===== src/rtl/smart_home_ctrl_p.sv =====
// Smart-home controller: debounced door/window/fire sensors and hysteretic temperature
// requests are prioritised into one registered state that drives one-hot actuators and a display code.
module smart_home_ctrl_p #(
  parameter int TEMP_W     = 7,
  parameter int HEAT_TH    = 50,
  parameter int COOL_TH    = 70,
  parameter int HYST       = 2,
  parameter int DEB_CYC    = 4,
  parameter int ALARM_HOLD = 8,
  parameter int CNT_W      = 8
) (
  input  logic              clk,
  input  logic              Rst,
  input  logic              SFD,
  input  logic              SRD,
  input  logic              SW,
  input  logic              SFA,
  input  logic [TEMP_W-1:0] ST,
  output logic              fdoor,
  output logic              rdoor,
  output logic              winbuzz,
  output logic              alarmbuzz,
  output logic              heater,
  output logic              cooler,
  output logic [2:0]        display,
  output logic [CNT_W-1:0]  alarm_cnt
);

  typedef enum logic [2:0] {
    IDLE   = 3'd0,
    FDOOR  = 3'd1,
    RDOOR  = 3'd2,
    ALARM  = 3'd3,
    WINDOW = 3'd4,
    HEATER = 3'd5,
    COOLER = 3'd6
  } state_t;

  localparam int DW = (DEB_CYC < 2) ? 1 : $clog2(DEB_CYC);
  localparam int TW = (ALARM_HOLD < 1) ? 1 : $clog2(ALARM_HOLD + 1);
  localparam logic [DW-1:0]    DEB_LAST = DW'(DEB_CYC - 1);
  localparam logic [TW-1:0]    HOLD_V   = TW'(ALARM_HOLD);
  localparam logic [TEMP_W:0]  HEAT_LO  = (TEMP_W + 1)'(HEAT_TH);
  localparam logic [TEMP_W:0]  HEAT_HI  = (TEMP_W + 1)'(HEAT_TH + HYST);
  localparam logic [TEMP_W:0]  COOL_HI  = (TEMP_W + 1)'(COOL_TH);
  localparam logic [TEMP_W:0]  COOL_LO  = (TEMP_W + 1)'(COOL_TH - HYST);
  localparam logic [CNT_W-1:0] CNT_MAX  = '1;

  // Sensor bit order: 0 front door, 1 rear door, 2 window, 3 fire.
  logic [3:0]          raw;
  logic [3:0]          filt_q, filt_d;
  logic [DW-1:0]       cnt_q [4];
  logic [DW-1:0]       cnt_d [4];
  logic [TW-1:0]       tmr_q, tmr_d;
  state_t              state_q, state_d;
  logic [CNT_W-1:0]    acnt_q, acnt_d;
  logic [TEMP_W:0]     st_x;
  logic                alarm_req, heat_req, cool_req;

  assign raw  = {SFA, SW, SRD, SFD};
  assign st_x = {1'b0, ST};

  always_comb begin
    filt_d = filt_q;
    for (int i = 0; i < 4; i++) begin
      cnt_d[i] = cnt_q[i];
      if (raw[i] == filt_q[i]) begin
        cnt_d[i] = '0;
      end else if (cnt_q[i] == DEB_LAST) begin
        filt_d[i] = raw[i];
        cnt_d[i]  = '0;
      end else begin
        cnt_d[i] = cnt_q[i] + 1'b1;
      end
    end
  end

  // The hold timer keeps ALARM alive after the filtered fire sensor falls.
  always_comb begin
    tmr_d = tmr_q;
    if (filt_q[3]) begin
      tmr_d = HOLD_V;
    end else if (state_q == ALARM && tmr_q != '0) begin
      tmr_d = tmr_q - 1'b1;
    end
  end

  assign alarm_req = filt_q[3] | (state_q == ALARM && tmr_q != '0);
  assign heat_req  = (state_q == HEATER) ? (st_x < HEAT_HI) : (st_x < HEAT_LO);
  assign cool_req  = (state_q == COOLER) ? (st_x > COOL_LO) : (st_x > COOL_HI);

  always_comb begin
    state_d = IDLE;
    if (alarm_req)      state_d = ALARM;
    else if (filt_q[0]) state_d = FDOOR;
    else if (filt_q[1]) state_d = RDOOR;
    else if (filt_q[2]) state_d = WINDOW;
    else if (heat_req)  state_d = HEATER;
    else if (cool_req)  state_d = COOLER;
  end

  always_comb begin
    acnt_d = acnt_q;
    if (state_d == ALARM && state_q != ALARM && acnt_q != CNT_MAX) begin
      acnt_d = acnt_q + 1'b1;
    end
  end

  always_ff @(posedge clk) begin
    if (Rst) begin
      filt_q  <= '0;
      tmr_q   <= '0;
      state_q <= IDLE;
      acnt_q  <= '0;
      for (int i = 0; i < 4; i++) cnt_q[i] <= '0;
    end else begin
      filt_q  <= filt_d;
      tmr_q   <= tmr_d;
      state_q <= state_d;
      acnt_q  <= acnt_d;
      for (int i = 0; i < 4; i++) cnt_q[i] <= cnt_d[i];
    end
  end

  assign fdoor     = (state_q == FDOOR);
  assign rdoor     = (state_q == RDOOR);
  assign winbuzz   = (state_q == WINDOW);
  assign alarmbuzz = (state_q == ALARM);
  assign heater    = (state_q == HEATER);
  assign cooler    = (state_q == COOLER);
  assign display   = state_q;
  assign alarm_cnt = acnt_q;

endmodule


===== config.mk =====
export PLATFORM = sky130hd
export DESIGN_NAME = smart_home_ctrl_p
export DESIGN_NICKNAME = d
export VERILOG_FILES = /design/src/rtl/smart_home_ctrl_p.sv
export SDC_FILE = /design/constraint.sdc
export NUM_CORES = 1
export LEC_CHECK = 0
export ABC_CLOCK_PERIOD_IN_PS = 2100
export BUFFER_PORTS_ARGS = -buffer_cell sky130_fd_sc_hd__buf_4
export CORE_MARGIN = 1
export CORE_UTILIZATION = 52
export CTS_CLUSTER_SIZE = 40
export DETAILED_ROUTE_END_ITERATION = 7
export GPL_ROUTABILITY_DRIVEN = 0
export HOLD_SLACK_MARGIN = 0.05
export PLACE_DENSITY = 0.89
export SLEW_MARGIN = 0
export SYNTH_ARGS = -nofsm -noshare
export SYNTH_HDL_FRONTEND = slang
export SYNTH_SLANG_ARGS = --single-unit

===== constraint.sdc =====
create_clock -name clk -period 2.1 [get_ports clk]
set_clock_uncertainty 0.15 [all_clocks]
set_input_delay 0.525 -clock clk [delete_from_list [all_inputs] [get_ports clk]]
set_output_delay 0.525 -clock clk [all_outputs]
set_load 0.01 [all_outputs]

==> summary.md <==
| Metric | Value |
|---|---|
| Pwr Total | `roughly 850 µW` |
| Die X | `51.2 µm` |
| EDFF count, synth | `0` |
| Syn avg cell area | `roughly 9.1 µm²` |
| Postcts setup bufs | `0` |
| Clock Root Buffer | `clkbuf_4` |
| DIE AREA | `~2600 µm²` |
| Slew Limit Fails | `0` |
| Critical Path Start Type | `flop` |
| Crit path from | `display[0]` |
| Pre-CTS setup slack | `0.306 ns` |
| DRC Markers | `0` |
| Synth Net Count | `158` |
| # setup viols final | `0` |
| CTS max path bufs | `2` |
| Routed wire length per instance | `12.3 µm` |
| Post-synthesis sequential area ratio | `approximately 43%` |
| Rows | `17` |
| Register bit count reported by yosys | `27` |
| VDD IR max | `0.000510 V` |
| Post-synthesis cell count | `about 140` |
| Worst hold slack | `0.280 ns` |
| Power density of the placed cells | `between 500 and 600 nW/µm²` |
| Final hold vios | `0` |
| R2R depth | `5` |
| Hold path cells | `1` |
| Reg2reg start | `alarm_cnt[0]` |
| Top Ports | `30` |
| Worst slew pin tran | `about 0.49 ns` |
| Dpl hpwl | `1850 µm` |
| RSZ-0062 raised after global routing | `no` |
| Crit path setup slack, layout | `between 0.1 and 0.15 ns` |
| P&R area growth vs syn | `21.2%` |
| Post-synthesis async set-or-reset flop share | `0%` |
| Clock Pin Slew Worst Setup and Hold Paths | `roughly 0.14 ns` |
| P_leak | `between 0.0006 and 0.0007 µW` |
| First-pass GRT wire length | `4140 µm` |
| Worst R2R End | `alarm_cnt[5]` |
| Cts hold-fix bufs | `0` |
| Required @ worst endpoint | `around 1.4 ns` |
| Min-delay src | `cnt_q[3][0]` |
| TritonCTS buffer count | `3` |
| IO Port Bufs | `29` |
| Number of max-cap violations | `0` |
| Yosys warns | `0` |
| HP Class | `reg2reg` |
| CP endpoint kind | `output pin` |
| Htree depth | `1` |
| Type of the worst setup path | `reg2out` |
| Crit Path Max Fanout | `8` |
| Final Cycle Share | `between 90% and 100%` |
| TritonRoute pass-1 iters | `4` |
| Post-synthesis cell area | `1260 µm²` |
| Diodes inserted | `0` |
| Relative slew slack | `about two thirds` |
| Final #Nets | `189` |
| Vias per cell | `about 5.6` |
| Netlist cell types | `37` |
| CTS Sinks | `27` |
| Post-DRT Antenna Nets | `0` |
| Status | `finished, final reports clean` |
| Skew-Pair Late Insertion Delay | `around 0.31 ns` |
| Share of layout cells above drive strength 1 | `a little over a fifth` |
| Critical Path AT | `roughly 1.3 ns` |
| Gr usage total | `roughly a fifth` |
| Grt total ovfl | `0` |
| Routed wire length | `~2400 µm` |
| Largest net degree at the start of global routing | `25` |
| Predominant post-synthesis flop cell | `dfxtp_1` |
| Fin Setup TNS | `0 ns` |
| Vias in the first global route | `between 900 and 1k` |
| Fmax | `around 500 MHz` |
| Core area | `between 2000 and 2500 µm²` |
| Initial antenna violation count | `0` |
| Initial DRC Count | `26` |
| DR vias | `approximately 1.1k` |
| Tmin final | `around 2.0 ns` |
| R2R setup slack | `0.25 ns` |
| Hold EP | `cnt_q[3][0]` |
| CTS tree | `done` |
| Initial Util | `about 56%` |
| Post_cts resized | `0` |
| Die Ht | `around 51 µm` |
[state kept, by name (all words and copies together) (netlist names)]
register and flops:
alarm_cnt 8, cnt_q 8, tmr_q 4, display 3, filt_q 4
[synth_stat cells, drive strengths merged (2+ instances only)]
library cell | number | area share, %
nor2 | 17 | 5.1
a21oi | 9 | 3.6
and3b | 2 | 1.4
o31ai | 3 | 1.8
or3 | 7 | 3.5
mux2i | 5 | 4.0
nor3b | 3 | 1.8
xor2 | 2 | 1.4
clkbuf | 2 | 0.60
nor3 | 5 | 2.0
o21ai | 4 | 1.6
a31oi | 2 | 0.99
xnor2 | 6 | 4.2
nand2 | 2 | 0.60
buf | 2 | 0.99
inv | 11 | 3.3
or4 | 2 | 1.2
dfxtp | 27 | 43
ha | 6 | 6.0
nand3 | 6 | 2.4
[layer usage]
layer	global-route usage, %	up-vias	share of wire (%)
li1	-	557	-
met1	25.4	507	46
met2	37.7	28	49
met3	2.68	4	3.9
met4	6.76	0	1.3
met5	0	-	0
[cell type report]
type / instances / area, µm²
repair buffers: 30 / 225
fillers: 192 / 728
inverters: 11 / 41.3
well taps: 28 / 35.0
multi-input cells: 97 / 658
clock buffers: 4 / 26.3
flip-flops and latches: 27 / 541
[worst max path at each step]
stage,depth (start not counted),to,slack (ns)
3_5_place_dp,5,alarm_cnt[5],0.31
4_1_cts,3,alarmbuzz,0.1
6_report,3,alarmbuzz,0.10
5_1_grt,3,alarmbuzz,0.02
2_1_floorplan,5,tmr_q[1],0.47
3_3_place_gp,5,alarm_cnt[5],0.38
[worst max-delay path, cell delays in order, from the launching register on]
cell	delay, ns
dfxtp_1	0.49
nand3b_1	0.18
inv_1	0.19
buf_4	0.15
[per-stage QoR]
step	instances	utilization, %	instance area, µm²
2_1_floorplan	139	-	1260
3_3_place_gp	193	66.5	1500
3_5_place_dp	193	66.5	1500
4_1_cts	197	67.7	1530
5_1_grt	197	67.7	1530
6_report	197	67.7	1530
[layout by cell type, fill, tap and decap left out, drive strengths merged]
cell / instances
xnor2: 6
nand3: 6
nor4: 1
nor3b: 3
nand4: 1
o2111ai: 1
o311a: 1
clkbuf: 4
nand3b: 1
nor2: 17
xor2: 2
or3b: 1
a21o: 1
ha: 6
dfxtp: 27
and3b: 2
or4: 2
a31oi: 2
and2: 1
nor3: 5
inv: 11
buf: 30
and3: 1
o21a: 1
and4b: 1
or3: 7
a311o: 1
o21ai: 4
mux2i: 5
o31ai: 3
o211ai: 1
a21oi: 9
nand2b: 1
or2: 1
a2111oi: 1
nand2: 2
[where the power goes]
| group | internal (µW) | total (µW) | switching [µW] |
|---|---|---|---|
| clock network | 74.2 | 219 | 145 |
| registers | 526 | 538 | 12.3 |
| logic | 49.7 | 91.7 | 42.1 |
[kinds of logic after synthesis]
group	after synthesis	share of synthesized area, %
AO/OA/AOI/OAI	25	13.6
XOR/XNOR	8	5.56
adder cells (fa/ha/maj)	6	5.96
buffers and inverters	15	4.87
flip-flops	27	42.9
multiplexers	5	3.97
AND/OR/NAND/NOR	53	23.1
Power figures use the tool's default switching activity.
